--- src/rtl/adc_frame_align.sv ---
module adc_frame_align #(
    parameter logic [5:0] PATTERN  = 6'b111000,
    parameter int         RST_LEN  = 4,
    parameter int         CAL_WAIT = 32,
    parameter int         SETTLE   = 8,
    parameter int         LOSS_LIM = 4,
    parameter int         DLY_TAPS = 0
) (
    input  logic       clk_i,
    input  logic       rst_n_i,
    input  logic       start_i,
    input  logic [5:0] frame_i,
    output logic       srst_o,
    output logic       drst_o,
    output logic       dcal_o,
    output logic       dinc_o,
    output logic       bs_o,
    output logic       done_o,
    output logic       err_o,
    output logic       lost_o,
    output logic [2:0] slips_o
);

    typedef enum logic [2:0] {
        S_IDLE,
        S_RSTP,
        S_CAL,
        S_DLY,
        S_CHECK,
        S_SLIP,
        S_LOCKED,
        S_FAIL
    } state_t;

    localparam logic [7:0] RST_C  = 8'(RST_LEN - 1);
    localparam logic [7:0] CAL_C  = 8'(CAL_WAIT);
    localparam logic [7:0] SET_C  = 8'(SETTLE);
    localparam logic [3:0] LOSS_C = 4'(LOSS_LIM);
`ifdef FRAME_ALIGN_DELAY_EN
    localparam logic [7:0] TAPS_C = 8'(DLY_TAPS);
`endif

    state_t     state_q;
    logic [7:0] cnt_q;
    logic [3:0] miss_q;
    logic [2:0] slips_q;
    logic       srst_q;
    logic       drst_q;
    logic       dcal_q;
    logic       bs_q;
    logic       done_q;
    logic       err_q;
    logic       lost_q;
`ifdef FRAME_ALIGN_DELAY_EN
    logic       dinc_q;
`endif

    always_ff @(posedge clk_i or negedge rst_n_i) begin
        if (!rst_n_i) begin
            state_q <= S_IDLE;
            cnt_q   <= '0;
            miss_q  <= '0;
            slips_q <= '0;
            srst_q  <= 1'b0;
            drst_q  <= 1'b0;
            dcal_q  <= 1'b0;
            bs_q    <= 1'b0;
            done_q  <= 1'b0;
            err_q   <= 1'b0;
            lost_q  <= 1'b0;
`ifdef FRAME_ALIGN_DELAY_EN
            dinc_q  <= 1'b0;
`endif
        end else begin
            dcal_q <= 1'b0;
            bs_q   <= 1'b0;
            lost_q <= 1'b0;
            if (start_i) begin
                state_q <= S_RSTP;
                cnt_q   <= RST_C;
                srst_q  <= 1'b1;
                drst_q  <= 1'b1;
                slips_q <= '0;
                miss_q  <= '0;
                err_q   <= 1'b0;
                done_q  <= 1'b0;
`ifdef FRAME_ALIGN_DELAY_EN
                dinc_q  <= 1'b0;
`endif
            end else begin
                case (state_q)
                    S_IDLE: ;
                    S_RSTP: begin
                        if (cnt_q == 8'd0) begin
                            srst_q  <= 1'b0;
                            drst_q  <= 1'b0;
                            dcal_q  <= 1'b1;
                            cnt_q   <= CAL_C;
                            state_q <= S_CAL;
                        end else begin
                            cnt_q <= cnt_q - 8'd1;
                        end
                    end
                    S_CAL: begin
                        if (cnt_q == 8'd0) begin
`ifdef FRAME_ALIGN_DELAY_EN
                            cnt_q   <= TAPS_C;
                            state_q <= S_DLY;
`else
                            cnt_q   <= SET_C;
                            state_q <= S_CHECK;
`endif
                        end else begin
                            cnt_q <= cnt_q - 8'd1;
                        end
                    end
`ifdef FRAME_ALIGN_DELAY_EN
                    S_DLY: begin
                        if (dinc_q) begin
                            dinc_q <= 1'b0;
                        end else if (cnt_q == 8'd0) begin
                            cnt_q   <= SET_C;
                            state_q <= S_CHECK;
                        end else begin
                            dinc_q <= 1'b1;
                            cnt_q  <= cnt_q - 8'd1;
                        end
                    end
`endif
                    S_CHECK: begin
                        if (cnt_q != 8'd0) begin
                            cnt_q <= cnt_q - 8'd1;
                        end else if (frame_i == PATTERN) begin
                            miss_q  <= '0;
                            done_q  <= 1'b1;
                            state_q <= S_LOCKED;
                        end else if (slips_q < 3'd5) begin
                            bs_q    <= 1'b1;
                            slips_q <= slips_q + 3'd1;
                            state_q <= S_SLIP;
                        end else begin
                            err_q   <= 1'b1;
                            done_q  <= 1'b0;
                            state_q <= S_FAIL;
                        end
                    end
                    S_SLIP: begin
                        cnt_q   <= SET_C;
                        state_q <= S_CHECK;
                    end
                    S_LOCKED: begin
                        if (frame_i == PATTERN) begin
                            miss_q <= '0;
                        end else if (miss_q + 4'd1 == LOSS_C) begin
                            lost_q  <= 1'b1;
                            done_q  <= 1'b0;
                            miss_q  <= '0;
                            slips_q <= '0;
                            srst_q  <= 1'b1;
                            drst_q  <= 1'b1;
                            cnt_q   <= RST_C;
                            state_q <= S_RSTP;
                        end else begin
                            miss_q <= miss_q + 4'd1;
                        end
                    end
                    S_FAIL: ;
                    default: state_q <= S_IDLE;
                endcase
            end
        end
    end

    assign srst_o  = srst_q;
    assign drst_o  = drst_q;
    assign dcal_o  = dcal_q;
    assign bs_o    = bs_q;
    assign done_o  = done_q;
    assign err_o   = err_q;
    assign lost_o  = lost_q;
    assign slips_o = slips_q;
`ifdef FRAME_ALIGN_DELAY_EN
    assign dinc_o  = dinc_q;
`else
    assign dinc_o  = 1'b0;
`endif

endmodule

--- config.mk ---
export PLATFORM = sky130hd
export DESIGN_NAME = adc_frame_align
export DESIGN_NICKNAME = d
export VERILOG_FILES = /design/src/rtl/adc_frame_align.sv
export SDC_FILE = /design/constraint.sdc
export NUM_CORES = 1
export LEC_CHECK = 0
export CORE_MARGIN = 2
export CORE_UTILIZATION = 30
export DETAILED_ROUTE_END_ITERATION = 6
export DONT_BUFFER_PORTS = 1
export HOLD_SLACK_MARGIN = 0.03
export PLACE_DENSITY_LB_ADDON = 0.1
export SLEW_MARGIN = 20
export SYNTH_ARGS = -nofsm -noshare
export SYNTH_HDL_FRONTEND = slang
export SYNTH_SLANG_ARGS = --single-unit
--- constraint.sdc ---
create_clock -name clk_i -period 3 [get_ports clk_i]
set_input_delay 0.9 -clock clk_i [delete_from_list [all_inputs] [get_ports clk_i]]
set_output_delay 0.9 -clock clk_i [all_outputs]
set_load 0.01 [all_outputs]
* Word-level counts from Yosys, hierarchy flattened
Index checks and enable logic that the tools add are counted.
** Storage, ports and cells
- Register bits :: 24
- Input port bits :: 9
** Cells by class
- Add/subtract/negate cells :: 3
- $lt $le $gt $ge :: 1
- Eq/ne operators :: 22
- Muxes and demuxes :: 58
- Reduce and logical (&&, ||, !) cells :: 15
** Operator list (count)
- $mux 8 :: 6
- $pmux 8 s5 :: 1
- $mux 3 :: 12
- $mux 1 :: 27
- $ne 3x3->1 const B :: 9
- $mux 4 :: 5
- $pmux 3 s6 :: 1
- $eq 3x3->1 const B :: 4
- $reduce_and 4->1 :: 3
- $reduce_and 6->1 :: 2
- $logic_not 8->1 :: 1
- $pmux 4 s2 :: 1
- $reduce_bool 8->1 :: 1
- $sub 8x1->8 const B :: 1
- $eq 6x6->1 const B :: 1
- $ne 2x2->1 const B :: 3
- $pmux 3 s2 :: 1
- $reduce_bool 3->1 :: 2
- $reduce_bool 6->1 :: 1
- $reduce_and 5->1 :: 1
- $add 4x1->4 const B :: 1
- $eq 4x3->1 const B :: 1
- $mux 2 :: 2
- $ne 4x4->1 const B :: 1
- other kinds (10) :: 11

* Depth between registers and ports, before layout
Gate-level depths: netlist of run 1.
- Depth after elaboration :: 6
- Depth in mapped cells :: 8

* Least setup slack after synthesis of run 1
Ideal clock, no wire load.
- Path type :: input port to flip-flop
- Start :: in frame_i[1]
- End :: reg cnt_q[0]
- Data arrival time :: 2.108 ns
- Data required time :: 2.875 ns
- Path slack :: 0.767 ns
- Stages on the path :: 6
- Path buffers :: 1
- Cell sequence :: nor4b_1 -> and2_1 -> buf_2 -> o31ai_4 -> nand2_2 -> mux2_2
** On the way
- Longest elaborated chain between the ends :: 3
** Ends and longest elaborated chain
- start, declared :: RTL line 12 : input logic [5:0] frame_i,
- $eq 6x6->1 :: RTL line 152 : if (frame_i == PATTERN) begin
- $ne 3x3->1 (no source line)
- $reduce_and 4->1 (no source line)
- end signal, assigned :: RTL line 101 : cnt_q <= cnt_q - 8'd1;
- end signal, assigned :: RTL line 114 : cnt_q <= cnt_q - 8'd1;
- end signal, assigned :: RTL line 132 : cnt_q <= cnt_q - 8'd1;
- end, declared :: RTL line 44 : logic [7:0] cnt_q;
Every way passes these cells.
A chain may end at the register's enable or synchronous reset.

* Final worst setup path of run 1
- Start :: reg cnt_q[0]
- End :: reg cnt_q[3]
** On the way
- Longest elaborated chain between the ends :: 4
** Ends and longest elaborated chain
- $sub 8x1->8 / $logic_not 8->1 (equally long branches)
- $mux 8 (on tied branches) :: RTL line 131, 105, 94
- $pmux 8 s5 :: RTL line 91 : case (state_q)
- $mux 8 :: RTL line 78 : if (start_i) begin
Several ways; a longest one is shown, not always the timed one. The select of a mux whose other input is x is not followed.

==> qor.yml, run 1 <==
global_route:
  grt_pass1_vias: 1276
  grt_pass1_wl_mm: 6.35
  grt_util_all_layers_pct: 13.4
  grt_max_degree: 25
  grt_remaining_overflow: 0
  antenna_found_initial: 0
clocking:
  clock_path_buffers: 2
  clkSinkCount: 24
  post_cts_resized: 0
  clock_latency_ns: 0.27
  cts_tree: "built"
  root_buffer: "clkbuf_8"
  ctsHoldBuffers: 0
  cts-buffers-inserted: 3
  htree_levels: 1
  clk_pin_slew_worst_paths_ns: 0.09
  post-cts-setup-buffers: 0
timing:
  slew_viol_final: 0
  report.final.setup_viol: 0
  setup_tns_ns: 0
  finalWorstPathRequiredPeriod_ns: 2.48
  post-route-period-util_pct: 82.8
  max_freq_ghz: 0.402
  finalWorstSetupSlack_ns: 0.515
  clock_skew_ns: 0.00431
  slew_headroom_pct: 45.1
  rsz0062_at_grt: "no"
  hold_viol: 0
  tightestPinTransition_ns: 0.816
cells_and_area:
  final_common_cell: "dfrtp_1"
  final_area_mm2: 0.00166
  drive_gt1_share_pct: 11.2
  antenna_cells: 0
  fin_nets: 176
  syn_to_final_growth_pct: 6.75
  mostFrequentLayoutCells: "24 x dfrtp_1, 13 x o21ai_0, 12 x nand2_1, 10 x a21oi_1"
die:
  rows: 26
  initial_utilization_pct: 30.7
  core_area_mm2: 0.00507
  dieArea_mm2: 0.00579
  die_h_um: 76.1
  die_x_um: 76.1
  ios: 20
drt:
  via_per_inst: 5.34
  num_vias: 1234
  detail-route-antenna-nets: 0
  postRouteWirelength_mm: 3.73
  drtIter0Drc: 55
  remaining_drc_errors: 0
  drtPass1Iterations: 4
  wire_per_inst_um: 16.2
critical_path:
  start_kind: "flop"
  required_ns: 3.16
  worstSetupPathType: "reg2reg"
  ff2ff_setup_slack_ns: 0.52
  end_kind: "flop"
  cp_max_fo: 11
  crit_arrival_ns: 2.64
  ff2ff_path_depth: 7
placement:
  gp_congestion: 0.774
  hpwlAfterDp_mm: 2.67
  place_area_mm2: 0.00161
  dpl_worst_slack_ns: 0.475
  port_buffers: 0
status:
  status: "complete, no violations"
synth:
  syn_area_mm2: 0.00156
  synth_cell_types: 52
  avgSynthCellArea_um2: 9.44
  synth_cells: 165
  synth_fp_nets: 179
  synth_ff_type: "dfrtp_1"
  synth_edf_count: 0
  yosys_warnings: 0
  yosysSeqAreaShare_pct: 38.6
  async_flop_share_pct: 100
  synth_seq_cells: 24
power_and_ir_drop:
  power.static_leakage_nw: 0.699
  power.density_mw_per_mm2: 570
  vdd_drop_max_uv: 161
run:
  max-cap-violations: 0
min_path:
  hp-class: "in2async"
## where the power goes
group | switching (mW) | leakage, nW | internal [mW]
sequential | 0.0698 | 0.318 | 0.366
clock | 0.109 | 0.0288 | 0.117
combinational | 0.153 | 0.352 | 0.132
## synthesized netlist by cell type, types with 4 or more instances
cell,n,area (µm²)
dfrtp_1,24,601
o21ai_0,13,65.1
nand2_1,12,45.0
a21oi_1,10,50.1
inv_1,8,30.0
nor2_1,8,30.0
ha_1,5,62.6
nor3_1,5,25.0
a22o_1,4,35.0
clkbuf_1,4,15.0
mux2_2,4,45.0
nand2b_1,4,25.0
nor4_1,4,25.0
## area by class of cell
| cell class | count | area [µm²] |
|---|---|---|
| fill | 554 | 3410 |
| tap | 70 | 87.6 |
| sequential | 24 | 601 |
| clock buffer | 4 | 55.1 |
| timing repair buffer | 1 | 7.51 |
| multi-input combinational | 124 | 882 |
| inverter | 8 | 30.0 |
## sequential cells by signal, summed over array words and instances (netlist names)
register  cells
miss_q        4
done_o        1
slips_o       3
bs_o          1
state_q       3
drst_o        1
lost_o        1
cnt_q         8
dcal_o        1
err_o         1
## cell families (layout without fill, tap and decap cells)
logic type / after synthesis / after routing / share of synthesized area [%]
AO/OA/AOI/OAI: 53 / 53 / 24.2
XOR/XNOR: 2 / 2 / 1.12
adder cells (fa/ha/maj): 5 / 5 / 4.02
buffers and inverters: 17 / 13 / 4.82
flip-flops: 24 / 24 / 38.6
multiplexers: 6 / 6 / 4.18
other: 1 / 1 / 0.241
AND/OR/NAND/NOR: 57 / 57 / 22.9
## metrics by stage
step	hold slack [ns]	std cells	utilization [%]	total power [mW]
final	0.314	231	32.8	0.948
after global routing	0.281	231	32.8	1.02
after CTS	0.298	231	32.8	0.967
after detailed placement	0.564	227	31.7	0.730
after global placement	0.557	227	31.7	0.730
after floorplan	0.524	165	-	0.654
## worst max-delay path, cell delays in order (launching register included)
cell and delay (ns):
dfrtp_1 0.45, inv_1 0.10, ha_1 0.15, nor4b_4 0.35, nand2_1 0.34, a311o_1 0.47, nand2_2 0.16, mux2_2 0.34
## worst paths after layout
path / to / start
max: cnt_q[3]$_DFFE_PN0P_ / cnt_q[0]$_DFFE_PN0P_
min: drst_o$_DFFE_PN0P_ / rst_n_i
max reg2reg: cnt_q[3]$_DFFE_PN0P_ / cnt_q[0]$_DFFE_PN0P_
min reg2reg: cnt_q[7]$_DFFE_PN0P_ / cnt_q[7]$_DFFE_PN0P_
max in group asynchronous: slips_o[1]$_DFFE_PN0P_ / rst_n_i
min in group clk_i: cnt_q[7]$_DFFE_PN0P_ / cnt_q[7]$_DFFE_PN0P_
## routing by layer
layer | vias up | wire [µm] | share of wire (%) | track usage, %
met2 | 27 | 1800 | 48 | 22.5
li1 | 601 | - | - | -
met1 | 602 | 1710 | 46 | 16.8
met3 | 4 | 183 | 4.9 | 3.44
met4 | 0 | 40 | 1.1 | 4.73
met5 | - | 0 | 0 | 0
No activity file was read; power rests on OpenSTA's default activity.
==> run 2: changes to the inputs <==
==> constraint.sdc (replaced) <==
create_clock -name clk_i -period 2.57 [get_ports clk_i]
set_input_delay 0.771 -clock clk_i [delete_from_list [all_inputs] [get_ports clk_i]]
set_output_delay 0.771 -clock clk_i [all_outputs]
set_load 0.01 [all_outputs]
==> run 2 against run 1 <==
Net effect:
- setup slack worse by 0.13 ns
- clock-buffer cell count did not move
- worst hold slack worse by 0.13 ns
- critical endpoint unchanged
- highest routed layer unchanged
==> qor.yml, run 2 (synthesized netlist as in run 1, its figures left out) <==
drt:
  postRouteWirelength_mm: 3.59  # was 3.73 mm
  num_vias: 1222  # was 1234
  via_per_inst: 5.22  # was 5.34
  drtPass1Iterations: 4  # unchanged
  drtIter0Drc: 53  # was 55
  detail-route-antenna-nets: 0  # unchanged
  wire_per_inst_um: 15.3  # was 16.2 µm
  remaining_drc_errors: 0  # unchanged
min_path:
  hp-class: "in2async"  # unchanged
clocking:
  cts_tree: "built"  # unchanged
  root_buffer: "clkbuf_8"  # unchanged
  cts-buffers-inserted: 3  # unchanged
  ctsHoldBuffers: 0  # unchanged
  post_cts_resized: 0  # unchanged
  clock_latency_ns: 0.27  # about the same
  post-cts-setup-buffers: 0  # unchanged
  clkSinkCount: 24  # unchanged
  htree_levels: 1  # unchanged
  clock_path_buffers: 2  # unchanged
  clk_pin_slew_worst_paths_ns: 0.09  # about the same
global_route:
  grt_pass1_vias: 1213  # was 1276
  grt_pass1_wl_mm: 6.06  # was 6.35 mm
  antenna_found_initial: 0  # unchanged
  grt_max_degree: 25  # unchanged
  grt_util_all_layers_pct: 12.8  # was 13.4%
  grt_remaining_overflow: 0  # unchanged
placement:
  hpwlAfterDp_mm: 2.64  # was 2.67 mm
  port_buffers: 0  # unchanged
  place_area_mm2: 0.00163  # was 0.00161 mm²
  dpl_worst_slack_ns: 0.341  # was 0.475 ns
  gp_congestion: 0.801  # was 0.774
critical_path:
  end_kind: "flop"  # unchanged
  ff2ff_path_depth: 7  # unchanged
  slowest_stage: "dfrtp_1"  # was a311o_1
  start_kind: "flop"  # unchanged
  crit_cells: 7  # unchanged
  required_ns: 2.73  # was 3.16 ns
  crit_arrival_ns: 2.34  # was 2.64 ns
  cp_max_fo: 6  # was 11
  cp_top_family: "simple AND/OR/NAND/NOR gates"  # unchanged
  worstSetupPathType: "reg2reg"  # unchanged
  critical-path-max-stage-delay_ns: 0.43  # was 0.47 ns
  worstPathCellList: "inv_1 > ha_1 > nor4b_4 > nand2_1 > a311o_1 > nand2_2 > mux2_2"  # unchanged
  critPathBufInv: 1  # unchanged
cells_and_area:
  final_common_cell: "dfrtp_1"  # unchanged
  top_register: "cnt_q"  # unchanged
  fin_nets: 179  # was 176
  top_regs: "cnt_q x8, miss_q x4"  # unchanged
  largest_register_ffs: 8  # unchanged
  antenna_cells: 0  # unchanged
  final_area_mm2: 0.00169  # was 0.00166 mm²
  drive_gt1_share_pct: 12.8  # was 11.2%
  syn_to_final_growth_pct: 8.19  # was 6.75%
  mostFrequentLayoutCells: "24 x dfrtp_1, 13 x o21ai_0, 12 x nand2_1, 10 x a21oi_1"  # unchanged
die:
  die_x_um: 76.1  # unchanged
  initial_utilization_pct: 30.7  # unchanged
  ios: 20  # unchanged
  core_area_mm2: 0.00507  # unchanged
  dieArea_mm2: 0.00579  # unchanged
  die_h_um: 76.1  # unchanged
  rows: 26  # unchanged
timing:
  hold_viol: 0  # unchanged
  rsz0062_at_grt: "no"  # unchanged
  slew_viol_final: 0  # unchanged
  finalWorstPathRequiredPeriod_ns: 2.19  # was 2.48 ns
  finalWorstSetupSlack_ns: 0.383  # was 0.515 ns
  post-route-period-util_pct: 85.1  # was 82.8%
  clock_skew_ns: 0.00439  # was 0.00431 ns
  report.final.setup_viol: 0  # unchanged
  setup_tns_ns: 0  # unchanged
  max_freq_ghz: 0.457  # was 0.402 GHz
power_and_ir_drop:
  p_total_mw: 1.09  # was 0.948 mW
  vdd_drop_max_uv: 174  # was 161 µV
  power.density_mw_per_mm2: 649  # was 570 mW/mm²
  power.static_leakage_nw: 0.715  # was 0.699 nW
status:
  status: "complete, no violations"  # unchanged
run:
  max-cap-violations: 0  # unchanged
-- run 2: per-layer routing --
metal | up-vias | share of wire (%) | wire length, µm | track usage (%)
li1 | 607 | - | - | -
met1 | 590 | 46 | 1650 | 16.6
met2 | 23 | 48 | 1720 | 21.3
met3 | 2 | 5.2 | 185 | 2.61
met4 | 0 | 0.70 | 25 | 4.36
met5 | - | 0 | 0 | 0
-- run 2: through the flow --
stage                     cells  utilization [%]  hold slack, ns
final                       234             33.2           0.186
after global routing        234             33.2           0.167
after CTS                   234             33.2           0.177
after detailed placement    230             32.1           0.477
after global placement      230             32.1           0.476
after floorplan             165                -           0.475
-- run 2: worst paths after layout --
kind | from | to | slack [ns]
setup reg to reg | cnt_q[0]$_DFFE_PN0P_ | cnt_q[3]$_DFFE_PN0P_ | 0.38
hold reg to reg | cnt_q[7]$_DFFE_PN0P_ | cnt_q[7]$_DFFE_PN0P_ | 0.58
max in group asynchronous | rst_n_i | slips_o[2]$_DFFE_PN0P_ | 2.31
hold / removal | rst_n_i | cnt_q[4]$_DFFE_PN0P_ | 0.19
setup / recovery | cnt_q[0]$_DFFE_PN0P_ | cnt_q[3]$_DFFE_PN0P_ | 0.38
min in group clk_i | start_i | state_q[1]$_DFFE_PN0P_ | 0.56
-- run 2: final cells by class --
class | count | area, µm²
fillers | 545 | 3390
multi-input cells | 124 | 882
flip-flops and latches | 24 | 601
well taps | 70 | 87.6
clock buffers | 4 | 55.1
repair buffers | 4 | 30.0
inverters | 8 | 30.0
-- run 2: where the power goes --
| group | switching (mW) | total, mW | internal, mW |
|---|---|---|---|
| logic | 0.175 | 0.325 | 0.150 |
| clock network | 0.123 | 0.260 | 0.137 |
| registers | 0.0812 | 0.509 | 0.428 |
| total | 0.379 | 1.09 | 0.714 |
-- run 2: worst reg2reg max path, cell delays in order (launching register included) --
cell and delay (ns):
dfrtp_1 0.43, inv_1 0.10, ha_1 0.15, nor4b_4 0.36, nand2_1 0.14, a311o_1 0.40
nand2_2 0.16, mux2_2 0.34
==> run 3: changes to the inputs <==
--- a/config.mk
+++ b/config.mk
@@ -5,13 +5,14 @@
 export SDC_FILE = /design/constraint.sdc
 export NUM_CORES = 1
 export LEC_CHECK = 0
+export CELL_PAD_IN_SITES_DETAIL_PLACEMENT = 0
+export CELL_PAD_IN_SITES_GLOBAL_PLACEMENT = 2
 export CORE_MARGIN = 2
 export CORE_UTILIZATION = 30
 export DETAILED_ROUTE_END_ITERATION = 6
 export DONT_BUFFER_PORTS = 1
 export HOLD_SLACK_MARGIN = 0.03
 export PLACE_DENSITY_LB_ADDON = 0.1
-export SLEW_MARGIN = 20
 export SYNTH_ARGS = -nofsm -noshare
 export SYNTH_HDL_FRONTEND = slang
 export SYNTH_SLANG_ARGS = --single-unit
==> run 3 against run 2 <==
Net effect:
- first-iteration DRC count rose by 55%
- sequential share of layout area up 0.29 points
- clock-buffer cell count down 1
- total power is 2.8% lower
- sequential power about the same
- utilization is 0.27 points lower
- combinational power about the same
- non-clock buffer count stayed put
- critical endpoint is now slips_o[0]$_DFFE_PN0P_
- maximum frequency up 0.10%
- global-route usage is 0.30 points higher
- largest power group unchanged
- largest cell class unchanged
==> qor.yml, run 3 (synthesized netlist as in run 1, its figures left out) <==
status:
  status: "complete, no violations"  # unchanged
placement:
  hpwlAfterDp_mm: 2.74  # was 2.64 mm
  port_buffers: 0  # unchanged
  gp_congestion: 0.783  # was 0.801
  dpl.cell_count: 230  # unchanged
critical_path:
  crit_arrival_ns: 2.34  # about the same
  critical-path-max-stage-delay_ns: 0.44  # was 0.43 ns
  worstSetupPathType: "reg2reg"  # unchanged
  r2r_end: "slips_o[0]$_DFFE_PN0P_"  # was cnt_q[3]$_DFFE_PN0P_
  start_kind: "flop"  # unchanged
  cp_max_fo: 10  # was 6
  required_ns: 2.73  # about the same
  ff2ff_setup_slack_ns: 0.39  # was 0.38 ns
  slowest_stage: "dfrtp_1"  # unchanged
  end_kind: "flop"  # unchanged
  ff2ff_path_depth: 8  # was 7
  rr_startpoint: "cnt_q[0]$_DFFE_PN0P_"  # unchanged
  worstPathCellList: "inv_1 > ha_1 > nor4b_4 > nand2_1 > buf_4 > nor4_1 > o21ai_0 > mux2_2"  # was inv_1 > ha_1 > nor4b_4 > nand2_1 > a311o_1 > nand2_2 > mux2_2
die:
  initial_utilization_pct: 30.7  # unchanged
  die_x_um: 76.1  # unchanged
  core_area_mm2: 0.00507  # unchanged
  ios: 20  # unchanged
  die_h_um: 76.1  # unchanged
  dieArea_mm2: 0.00579  # unchanged
  rows: 26  # unchanged
timing:
  slew_viol_final: 0  # unchanged
  report.final.setup_viol: 0  # unchanged
  finalWorstPathRequiredPeriod_ns: 2.18  # was 2.19 ns
  clock_skew_ns: 0.00320  # was 0.00439 ns
  tightestPinTransition_ns: 0.504
  hold_viol: 0  # unchanged
  post-route-period-util_pct: 85.0  # was 85.1%
  rsz0062_at_grt: "no"  # unchanged
  slew_headroom_pct: 66.1
  setup_tns_ns: 0  # unchanged
  max_freq_ghz: 0.458  # was 0.457 GHz
clocking:
  cts_tree: "built"  # unchanged
  post-cts-setup-buffers: 0  # unchanged
  clock_latency_ns: 0.27  # about the same
  root_buffer: "clkbuf_8"  # unchanged
  htree_levels: 1  # unchanged
  ctsHoldBuffers: 0  # unchanged
  clkSinkCount: 24  # unchanged
  clk_pin_slew_worst_paths_ns: 0.09  # about the same
  post_cts_resized: 0  # unchanged
  clock_path_buffers: 2  # unchanged
  cts-buffers-inserted: 3  # unchanged
drt:
  remaining_drc_errors: 0  # unchanged
  num_vias: 1247  # was 1222
  detail-route-antenna-nets: 0  # unchanged
  via_per_inst: 5.35  # was 5.22
  wire_per_inst_um: 16.0  # was 15.3 µm
  postRouteWirelength_mm: 3.73  # was 3.59 mm
  drtPass1Iterations: 4  # unchanged
  drtIter0Drc: 82  # was 53
cells_and_area:
  mostFrequentLayoutCells: "24 x dfrtp_1, 13 x o21ai_0, 12 x nand2_1, 10 x a21oi_1"  # unchanged
  syn_to_final_growth_pct: 7.31  # was 8.19%
  top_register: "cnt_q"  # unchanged
  largest_register_ffs: 8  # unchanged
  final_common_cell: "dfrtp_1"  # unchanged
  top_regs: "cnt_q x8, miss_q x4"  # unchanged
  drive_gt1_share_pct: 12.3  # was 12.8%
  antenna_cells: 0  # unchanged
  stdcell_count: 233  # was 234
  fin_nets: 179  # unchanged
min_path:
  hp-class: "in2async"  # unchanged
global_route:
  grt_util_all_layers_pct: 13.1  # was 12.8%
  grt_max_degree: 25  # unchanged
  grt_remaining_overflow: 0  # unchanged
  grt_pass1_vias: 1135  # was 1213
  grt_pass1_wl_mm: 6.03  # was 6.06 mm
  antenna_found_initial: 0  # unchanged
power_and_ir_drop:
  power.density_mw_per_mm2: 636  # was 649 mW/mm²
  power.static_leakage_nw: 0.708  # was 0.715 nW
  vdd_drop_max_uv: 204  # was 174 µV
run:
  max-cap-violations: 0  # unchanged
run 3: where the power goes:
group          internal [mW]  switching [mW]  total (mW)
logic                  0.149           0.175       0.324
registers              0.428          0.0831       0.511
clock network          0.105           0.123       0.228
total                  0.681           0.382        1.06
run 3: how the worst max path moves through the flow:
stage	to	from	cells past startpoint	slack [ns]
6_report	slips_o[0]$_DFFE_PN0P_	cnt_q[0]$_DFFE_PN0P_	8	0.39
5_1_grt	slips_o[0]$_DFFE_PN0P_	cnt_q[0]$_DFFE_PN0P_	8	0.17
4_1_cts	slips_o[0]$_DFFE_PN0P_	cnt_q[0]$_DFFE_PN0P_	8	0.38
3_5_place_dp	slips_o[0]$_DFFE_PN0P_	frame_i[1]	6	0.28
3_3_place_gp	slips_o[0]$_DFFE_PN0P_	frame_i[1]	6	0.40
2_1_floorplan	cnt_q[0]$_DFFE_PN0P_	frame_i[1]	6	0.47
run 3: worst max-delay path, delay by kind of cell, from the launching register on:
family	cells	cell delay [ns]
AO/OA/AOI/OAI	1	0.17
flip-flops	1	0.44
adder cells (fa/ha/maj)	1	0.14
buffers and inverters	2	0.30
multiplexers	1	0.30
AND/OR/NAND/NOR	3	0.73
run 3: through the flow:
step / cell area, µm² / worst slack [ns] / util, % / total power [mW] / hold WS (ns)
after global routing: 1670 / 0.169 / 32.9 / 1.15 / 0.162
after global placement: 1630 / 0.396 / 32.1 / 0.854 / 0.477
after floorplan: 1560 / 0.466 / - / 0.764 / 0.475
after detailed placement: 1630 / 0.283 / 32.1 / 0.846 / 0.476
after CTS: 1670 / 0.377 / 32.9 / 1.09 / 0.170
final: 1670 / 0.386 / 32.9 / 1.06 / 0.186
run 3: cell type report:
| type | count | area, µm² |
|---|---|---|
| multi-input combinational | 124 | 882 |
| inverter | 8 | 30.0 |
| sequential | 24 | 601 |
| timing repair buffer | 4 | 30.0 |
| clock buffer | 3 | 41.3 |
| fill | 541 | 3400 |
| tap | 70 | 87.6 |
run 3: metal layers:
| layer | GRT usage (%) | up-vias | routed length (µm) |
|---|---|---|---|
| met5 | 0 | - | 0 |
| met4 | 3.09 | 0 | 24 |
| met3 | 3.20 | 2 | 156 |
| met2 | 21.2 | 31 | 1800 |
| met1 | 17.7 | 609 | 1740 |
| li1 | - | 605 | - |
